**src/rtl/uart_rx_fifo_if.sv**
```systemverilog
// Stream bundle between the UART receiver, the receive FIFO and its consumer.
// The master side drives bytes in and accepts them out; the slave side is the FIFO.
interface uart_rx_fifo_if #(
    parameter int DEPTH = 16
);
    localparam int LW = $clog2(DEPTH + 1);

    logic [7:0]    rx_data;
    logic          rx_strobe;
    logic [7:0]    out_data;
    logic          out_valid;
    logic          out_ready;
    logic [LW-1:0] level;
    logic          full;
    logic          overflow;
    logic          overflow_clr;
    logic [LW-1:0] lines;
    logic          line_avail;

    modport master (
        output rx_data, rx_strobe, out_ready, overflow_clr,
        input  out_data, out_valid, level, full, overflow, lines, line_avail
    );

    modport slave (
        input  rx_data, rx_strobe, out_ready, overflow_clr,
        output out_data, out_valid, level, full, overflow, lines, line_avail
    );
endinterface

```
**src/rtl/uart_rx_fifo.sv**
```systemverilog
// Receive FIFO behind the UART receiver: first-word fall-through byte queue
// with fill level, sticky overflow and a count of buffered end-of-line bytes.
module uart_rx_fifo #(
    parameter int         DEPTH = 16,
    parameter logic [7:0] EOL   = 8'h0A
) (
    input logic          clk,
    input logic          rst_n,
    uart_rx_fifo_if.slave bus
);
    localparam int AW = (DEPTH > 1) ? $clog2(DEPTH) : 1;
    localparam int LW = $clog2(DEPTH + 1);
    localparam logic [AW-1:0] PTR_ONE = AW'(1);
    localparam logic [LW-1:0] CNT_ONE = LW'(1);
    localparam logic [LW-1:0] CNT_MAX = LW'(DEPTH);

    logic [7:0]    mem_r [DEPTH];
    logic [AW-1:0] rd_ptr_r;
    logic [AW-1:0] wr_ptr_r;
    logic [LW-1:0] level_r;
    logic [LW-1:0] lines_r;
    logic          overflow_r;

    logic [7:0]    head_s;
    logic          full_s;
    logic          valid_s;
    logic          pop_s;
    logic          push_s;
    logic          drop_s;
    logic          push_eol_s;
    logic          pop_eol_s;

    // Handshake decode; a pop frees the slot a same-cycle push needs when full
    always_comb begin
        head_s     = mem_r[rd_ptr_r];
        full_s     = (level_r == CNT_MAX);
        valid_s    = (level_r != '0);
        pop_s      = valid_s && bus.out_ready;
        push_s     = bus.rx_strobe && (!full_s || pop_s);
        drop_s     = bus.rx_strobe && full_s && !pop_s;
        push_eol_s = push_s && (bus.rx_data == EOL);
        pop_eol_s  = pop_s && (head_s == EOL);
    end

    // Byte storage, deliberately left unreset
    always_ff @(posedge clk) begin
        if (push_s) begin
            mem_r[wr_ptr_r] <= bus.rx_data;
        end
    end

    // Pointers wrap naturally because DEPTH is a power of two
    always_ff @(posedge clk or negedge rst_n) begin
        if (!rst_n) begin
            rd_ptr_r <= '0;
            wr_ptr_r <= '0;
        end else begin
            if (push_s) begin
                wr_ptr_r <= wr_ptr_r + PTR_ONE;
            end
            if (pop_s) begin
                rd_ptr_r <= rd_ptr_r + PTR_ONE;
            end
        end
    end

    // Fill level tracking
    always_ff @(posedge clk or negedge rst_n) begin
        if (!rst_n) begin
            level_r <= '0;
        end else begin
            case ({push_s, pop_s})
                2'b10:   level_r <= level_r + CNT_ONE;
                2'b01:   level_r <= level_r - CNT_ONE;
                default: level_r <= level_r;
            endcase
        end
    end

    // End-of-line count over bytes currently held
    always_ff @(posedge clk or negedge rst_n) begin
        if (!rst_n) begin
            lines_r <= '0;
        end else begin
            case ({push_eol_s, pop_eol_s})
                2'b10:   lines_r <= lines_r + CNT_ONE;
                2'b01:   lines_r <= lines_r - CNT_ONE;
                default: lines_r <= lines_r;
            endcase
        end
    end

    // Sticky overflow; a new drop beats a same-cycle clear
    always_ff @(posedge clk or negedge rst_n) begin
        if (!rst_n) begin
            overflow_r <= 1'b0;
        end else if (drop_s) begin
            overflow_r <= 1'b1;
        end else if (bus.overflow_clr) begin
            overflow_r <= 1'b0;
        end else begin
            overflow_r <= overflow_r;
        end
    end

    assign bus.out_data   = valid_s ? head_s : 8'h00;
    assign bus.out_valid  = valid_s;
    assign bus.level      = level_r;
    assign bus.full       = full_s;
    assign bus.overflow   = overflow_r;
    assign bus.lines      = lines_r;
    assign bus.line_avail = (lines_r != '0);
endmodule

```
**src/flat_wrapper.sv**
```systemverilog
// flat-port wrapper written by rule: the top's interface ports become plain ports
module uart_rx_fifo_flat 
#(
    parameter int         DEPTH = 16,
    parameter logic [7:0] EOL   = 8'h0A
)
  (clk, rst_n, bus_rx_data, bus_rx_strobe, bus_out_ready, bus_overflow_clr, bus_out_data, bus_out_valid, bus_level, bus_full, bus_overflow, bus_lines, bus_line_avail);
  uart_rx_fifo_if #(.DEPTH(DEPTH)) bus_i ();
  input logic clk;
  input logic rst_n;
  input wire logic [$bits(bus_i.rx_data)-1:0] bus_rx_data;
  input wire logic [$bits(bus_i.rx_strobe)-1:0] bus_rx_strobe;
  input wire logic [$bits(bus_i.out_ready)-1:0] bus_out_ready;
  input wire logic [$bits(bus_i.overflow_clr)-1:0] bus_overflow_clr;
  output wire logic [$bits(bus_i.out_data)-1:0] bus_out_data;
  output wire logic [$bits(bus_i.out_valid)-1:0] bus_out_valid;
  output wire logic [$bits(bus_i.level)-1:0] bus_level;
  output wire logic [$bits(bus_i.full)-1:0] bus_full;
  output wire logic [$bits(bus_i.overflow)-1:0] bus_overflow;
  output wire logic [$bits(bus_i.lines)-1:0] bus_lines;
  output wire logic [$bits(bus_i.line_avail)-1:0] bus_line_avail;
  assign bus_i.rx_data = bus_rx_data;
  assign bus_i.rx_strobe = bus_rx_strobe;
  assign bus_i.out_ready = bus_out_ready;
  assign bus_i.overflow_clr = bus_overflow_clr;
  assign bus_out_data = bus_i.out_data;
  assign bus_out_valid = bus_i.out_valid;
  assign bus_level = bus_i.level;
  assign bus_full = bus_i.full;
  assign bus_overflow = bus_i.overflow;
  assign bus_lines = bus_i.lines;
  assign bus_line_avail = bus_i.line_avail;
  uart_rx_fifo #(.DEPTH(DEPTH), .EOL(EOL)) u_core (.clk(clk), .rst_n(rst_n), .bus(bus_i));
endmodule
```
**config.mk**
```make
export PLATFORM = sky130hd
export DESIGN_NAME = uart_rx_fifo_flat
export DESIGN_NICKNAME = d
export VERILOG_FILES = /design/src/rtl/uart_rx_fifo_if.sv /design/src/rtl/uart_rx_fifo.sv /design/src/flat_wrapper.sv
export SDC_FILE = /design/constraint.sdc
export NUM_CORES = 1
export LEC_CHECK = 0
export ABC_CLOCK_PERIOD_IN_PS = 3850
export CORE_MARGIN = 1
export CORE_UTILIZATION = 44
export CTS_CLUSTER_DIAMETER = 200
export DETAILED_ROUTE_END_ITERATION = 7
export PLACE_DENSITY = 0.72
export SETUP_SLACK_MARGIN = 0.15
export SLEW_MARGIN = 10
export SYNTH_ARGS = -nofsm -noshare
export SYNTH_HDL_FRONTEND = slang
export SYNTH_SLANG_ARGS = --single-unit
```
**constraint.sdc**
```tcl
create_clock -name clk -period 3.85 [get_ports clk]
set_clock_uncertainty 0.1 [all_clocks]
set_input_delay 0.385 -clock clk [delete_from_list [all_inputs] [get_ports clk]]
set_output_delay 0.385 -clock clk [all_outputs]
set_load 0.01 [all_outputs]
```
# After elaboration in Yosys (flattened, before gate mapping)
# Memory sizes are Yosys's and may differ from the RTL's.
# Cells that the tools add are included.
[op_classes]
reduce_logical = 14
n_addsub = 6
eq_ne = 7
muxes = 7
[ops]
columns = ["operator", "n"]
rows = [
  ["5-bit one-hot mux with 2 select lines", 2],
  ["8-bit by 4-bit == test with 1-bit output, second input constant", 2],
  ["5-bit by 1-bit adder with 5-bit output, second input constant", 2],
  ["5-bit nonzero test", 2],
  ["5-bit by 1-bit subtractor with 5-bit output, second input constant", 2],
  ["4-bit by 1-bit adder with 4-bit output, second input constant", 2],
  ["8-bit 2-to-1 mux", 1],
  ["1-bit logical AND", 6],
  ["2-bit nonzero test", 3],
  ["5-bit == test, second input constant", 1],
  ["2-bit by 1-bit == test with 1-bit output, second input constant", 2],
  ["2-bit == test, second input constant", 2],
  ["1-bit 2-to-1 mux", 4],
  ["1-bit zero test", 2],
  ["1-bit logical OR", 1],
]
[word_totals]
inputBits = 13
mem_count = 1
reg_bits = 19
ramBits = 128
[mem_list]
columns = ["memory", "depth", "word_bits", "read_ports", "rd_clocked_by_memory_dff", "wr", "line", "text"]
rows = [
  ["u_core.mem_r", 16, 8, 1, 0, 1, "uart_rx_fifo.sv:17", "logic [7:0] mem_r [DEPTH];"],
]

# Logic depth before layout (Yosys ltp)
[depth]
ltp_word = 7
ltp_mapped = 15
ltp_nobuf = 13

# Least setup slack after synthesis
# OpenSTA, ideal clock, no wires.
[synth_path]
path_kind = "flip-flop to flip-flop"
from = "register u_core.rd_ptr_r[0]"
to = "register u_core.lines_r[4] (netlist: u_core.bus.lines[4])"
t_required_ns = 3.671
path_stages_with_launch = 16
arrival_time_ns = 3.512
setup_slack_ns = 0.159
path_buffers = 2
period_less_slack_ns = 3.691
cell_sequence = "dfrtp_1 -> buf_6 -> buf_12 -> mux4_1 -> mux2i_1 -> mux2i_1 -> or4_4 -> nor4b_2 -> ha_1 -> inv_1 -> fa_1 -> nor2b_1 -> o21ai_0 -> and3_1 -> nor3_1 -> xor2_1"
[synth_between]
elab_chain_len = 5
elab_cells_between_ends = 7
[synth_rtl]
columns = ["item", "line", "text"]
rows = [
  ["start, declared", "uart_rx_fifo.sv:18", "logic [AW-1:0] rd_ptr_r;"],
  ["start signal, assigned", "uart_rx_fifo.sv:62", "rd_ptr_r <= rd_ptr_r + PTR_ONE;"],
  ["memory read 16 x 8 bit *", "-", ""],
  ["8-bit by 4-bit == test with 1-bit output *", "uart_rx_fifo.sv:42", "pop_eol_s = pop_s && (head_s == EOL);"],
  ["1-bit logical AND *", "uart_rx_fifo.sv:42", ""],
  ["2-bit by 1-bit == test with 1-bit output / 2-bit == test (equally long branches)", "uart_rx_fifo.sv:85", "case ({push_eol_s, pop_eol_s})"],
  ["5-bit one-hot mux with 2 select lines / 2-bit nonzero test (equally long branches)", "-", ""],
  ["end signal, assigned", "uart_rx_fifo.sv:86", "2'b10: lines_r <= lines_r + CNT_ONE;"],
  ["end signal, assigned", "uart_rx_fifo.sv:87", "2'b01: lines_r <= lines_r - CNT_ONE;"],
  ["end signal, assigned", "uart_rx_fifo.sv:88", "default: lines_r <= lines_r;"],
  ["end, declared", "uart_rx_fifo.sv:21", "logic [LW-1:0] lines_r;"],
]
# Mark *: on every way between the ends. The rest lies on a longest branch, timed or not.
# A chain may end at the register's enable or synchronous reset.

# Worst setup path after layout
# Ends and elaborated chain as after synthesis.

==> out/qor.yml <==
synthArstFlopShare_pct: 12.93
placementRows: 42
p_per_area_nw_per_um2: 780.7
hpwl_um: 8759
ys_seq_area_share_pct: 69.85
layout_worst_path_cycle_share_pct: 97.42
synth-edff-count: 128
postCtsHoldBufs: 0
synth_ff_type: "edfxtp_1"
tritoncts: "yes"
antenna_found_initial: 0
slew_headroom_pct: 28.78
gp_congestion: 0.8508
status: "complete, no violations"
multi_input_area_um2: 1774
drt_iter0_drc: 285
cp.required_ns: 4.09
crit_arrival_ns: 3.99
cts_buffers: 17
dieHeight_um: 120.5
power_uw: 6053
route.detailed.wl_per_inst_um: 22.05
clk_pin_slew_ns: 0.06
yosysWarnings: 0
hold_viol: 0
dieArea_um2: 14530
cts.path.max_buffers: 2
fin_hold_ws_ns: 0.3904
rsz0062_at_grt: "yes"
critPathMaxFanout: 5
ys_seq_elements: 147
worst_pin_slew_ns: 1.064
clk_latency_ns: 0.42
layoutNonFillerInstCount: 620
globalRouteOverflowTotal: 0
yosysMostFrequentCell: "edfxtp_1"
combPwrFrac_pct: 38.8
p_int_uw: 4187
setup_violations: 0
drc: 0
maxSlewViolCount: 0
critPathLaunchType: "register"
fmax_ghz: 0.2666
viasPerCell: 5.606
syn-cell-area_um2: 6183
ant_nets: 0
grt_use_total_pct: 20.71
min_period_ns: 3.751
htree_levels: 4
syn_nets: 366
synth.top_cells.by_area: "edfxtp_1, dfrtp_1, mux4_2, mux4_1, ha_1"
grt_max_degree: 20
firstDrtPassIters: 5
grt_pass1_wl_um: 20930
filler_cell_count: 1008
post-route-util_pct: 57.64
cap_violations: 0
vias: 3476
cts-root-buf: "clkbuf_16"
syn_to_final_growth_pct: 25.39
portBuffers: 34
end_kind: "register"
diodes: 0
p_seq_share_pct: 35.2
power_switching_uw: 1866
synth_area_leader_cell: "edfxtp_1"
dp.cells: 576
regArea_um2: 4320
netSwitchingFraction_pct: 30.83
leakage_uw: 0.002799
yosys.cell_types.count: 42
path_class: "reg -> reg"
synth_commonest_cells: "edfxtp_1, mux4_2, nor2_1"
syn_inst: 339
coreArea_um2: 13450
finish.net_count: 458
cts_sinks: 147
drive_gt1_share_pct: 28.83
synth_top_area_share_pct: 62.16
vdd_drop_max_mv: 0.3610
hp-class: "in -> async"
routed_wl_um: 13670
grt_pass1_vias: 3563
start_util_pct: 45.96
syn_area_per_cell_um2: 18.24
p_clk_share_pct: 26.0
pin_count: 35
die_w_um: 120.5
power groups by stage:
stage	sequential (uW)	combinational [uW]	clock (uW)
6_report	2130	2350	1580
5_1_grt	2150	2500	1660
4_1_cts	2120	2330	1590
3_5_place_dp	2140	2040	0
3_3_place_gp	2130	2010	0
2_1_floorplan	2080	1220	0
sequential cells by signal (all words and copies together) (netlist names):
register / count
u_core.mem_r: 128
u_core.bus.overflow: 1
u_core.wr_ptr_r: 4
u_core.bus.lines: 5
u_core.bus.level: 5
u_core.rd_ptr_r: 4
logic make-up after synthesis:
group	after synthesis	share of synthesized area (%)
buffers and inverters	28	2.691
muxes	42	14.00
and+or+nand+nor	65	5.140
adders and majority gates	14	3.076
DFF	147	69.85
AOI/OAI and AO/OA	29	3.258
xor gates and xnor gates	14	1.983
path summary, 6_finish.rpt:
path | from | end | slack [ns] | depth (start not counted)
min in group clk | u_core.bus.lines[4] | u_core.bus.lines[4] | 0.44 | 1
setup / recovery | u_core.rd_ptr_r[0] | u_core.bus.lines[4] | 0.1 | 14
max in group asynchronous | rst_n | u_core.rd_ptr_r[0] | 2.62 | 1
hold / removal | rst_n | u_core.bus.overflow | 0.39 | 1
setup reg to reg | u_core.rd_ptr_r[0] | u_core.bus.lines[4] | 0.1 | 14
hold reg to reg | u_core.bus.lines[4] | u_core.bus.lines[4] | 0.44 | 1
routing by layer:
layer | wire length, um | GRT usage [%]
met1 | 5501 | 26.65
met2 | 6886 | 32.97
met5 | 0 | 0
met4 | 486 | 10.34
met3 | 797 | 5.047
repair_timing:
item	CTS	global route
pin swaps	9	3
buffers inserted	10	1
resized for setup	19	4
endpoints found under the hold margin	0	0
setup endpoints to repair	1	2
cloned	1	0
final cells by class:
cell class,count,area share [%]
clock buffer,18,5.535
timing repair buffer,86,10.52
clock inverter,14,1.775
tap,176,2.840
multi-input combinational,164,22.88
inverter,15,0.7262
sequential,147,55.72
worst max-delay path: stages, from the launching register on:
cell and delay [ns]:
dfrtp_2 0.47, buf_12 0.16, mux4_2 0.52, a22oi_2 0.22
nand2_1 0.08, or4_4 0.57, nor4b_4 0.22, ha_2 0.21
inv_1 0.07, fa_2 0.35, nor2b_2 0.12, o21ai_1 0.07
and3_1 0.20, nor3_2 0.14, xor2_1 0.17
per-stage QoR:
| step | area (um^2) | setup WS, ns | setup TNS, ns |
|---|---|---|---|
| 2_1_floorplan | 6183 | 0.1587 | 0 |
| 3_3_place_gp | 6973 | 0.01936 | 0 |
| 3_5_place_dp | 6973 | -0.08234 | -0.08234 |
| 4_1_cts | 7732 | 0.08555 | 0 |
| 5_1_grt | 7754 | -0.06473 | -0.06473 |
| 6_report | 7754 | 0.09923 | 0 |
cell usage in the layout, fill, tap and decap left out, types with 2 or more instances in the layout:
cell / instances
nand2b_1: 3
a221oi_2: 2
a22oi_2: 4
clkinv_2: 2
mux4_1: 8
inv_6: 2
clkbuf_16: 17
inv_1: 15
a21oi_1: 5
xor2_1: 4
nand4_1: 2
mux2_2: 3
nor4_1: 3
xnor2_1: 10
a22o_1: 2
dfrtp_1: 18
a21o_1: 3
nor2_1: 21
ha_1: 11
clkinv_1: 3
edfxtp_1: 128
clkdlybuf4s50_1: 33
clkinvlp_4: 4
o21ai_0: 5
mux4_2: 24
a22o_2: 3
buf_4: 46
nand2_1: 19
mux2i_1: 7
nor3_1: 4
buf_12: 5
bufinv_16: 2
Power figures use the tool's default switching activity.
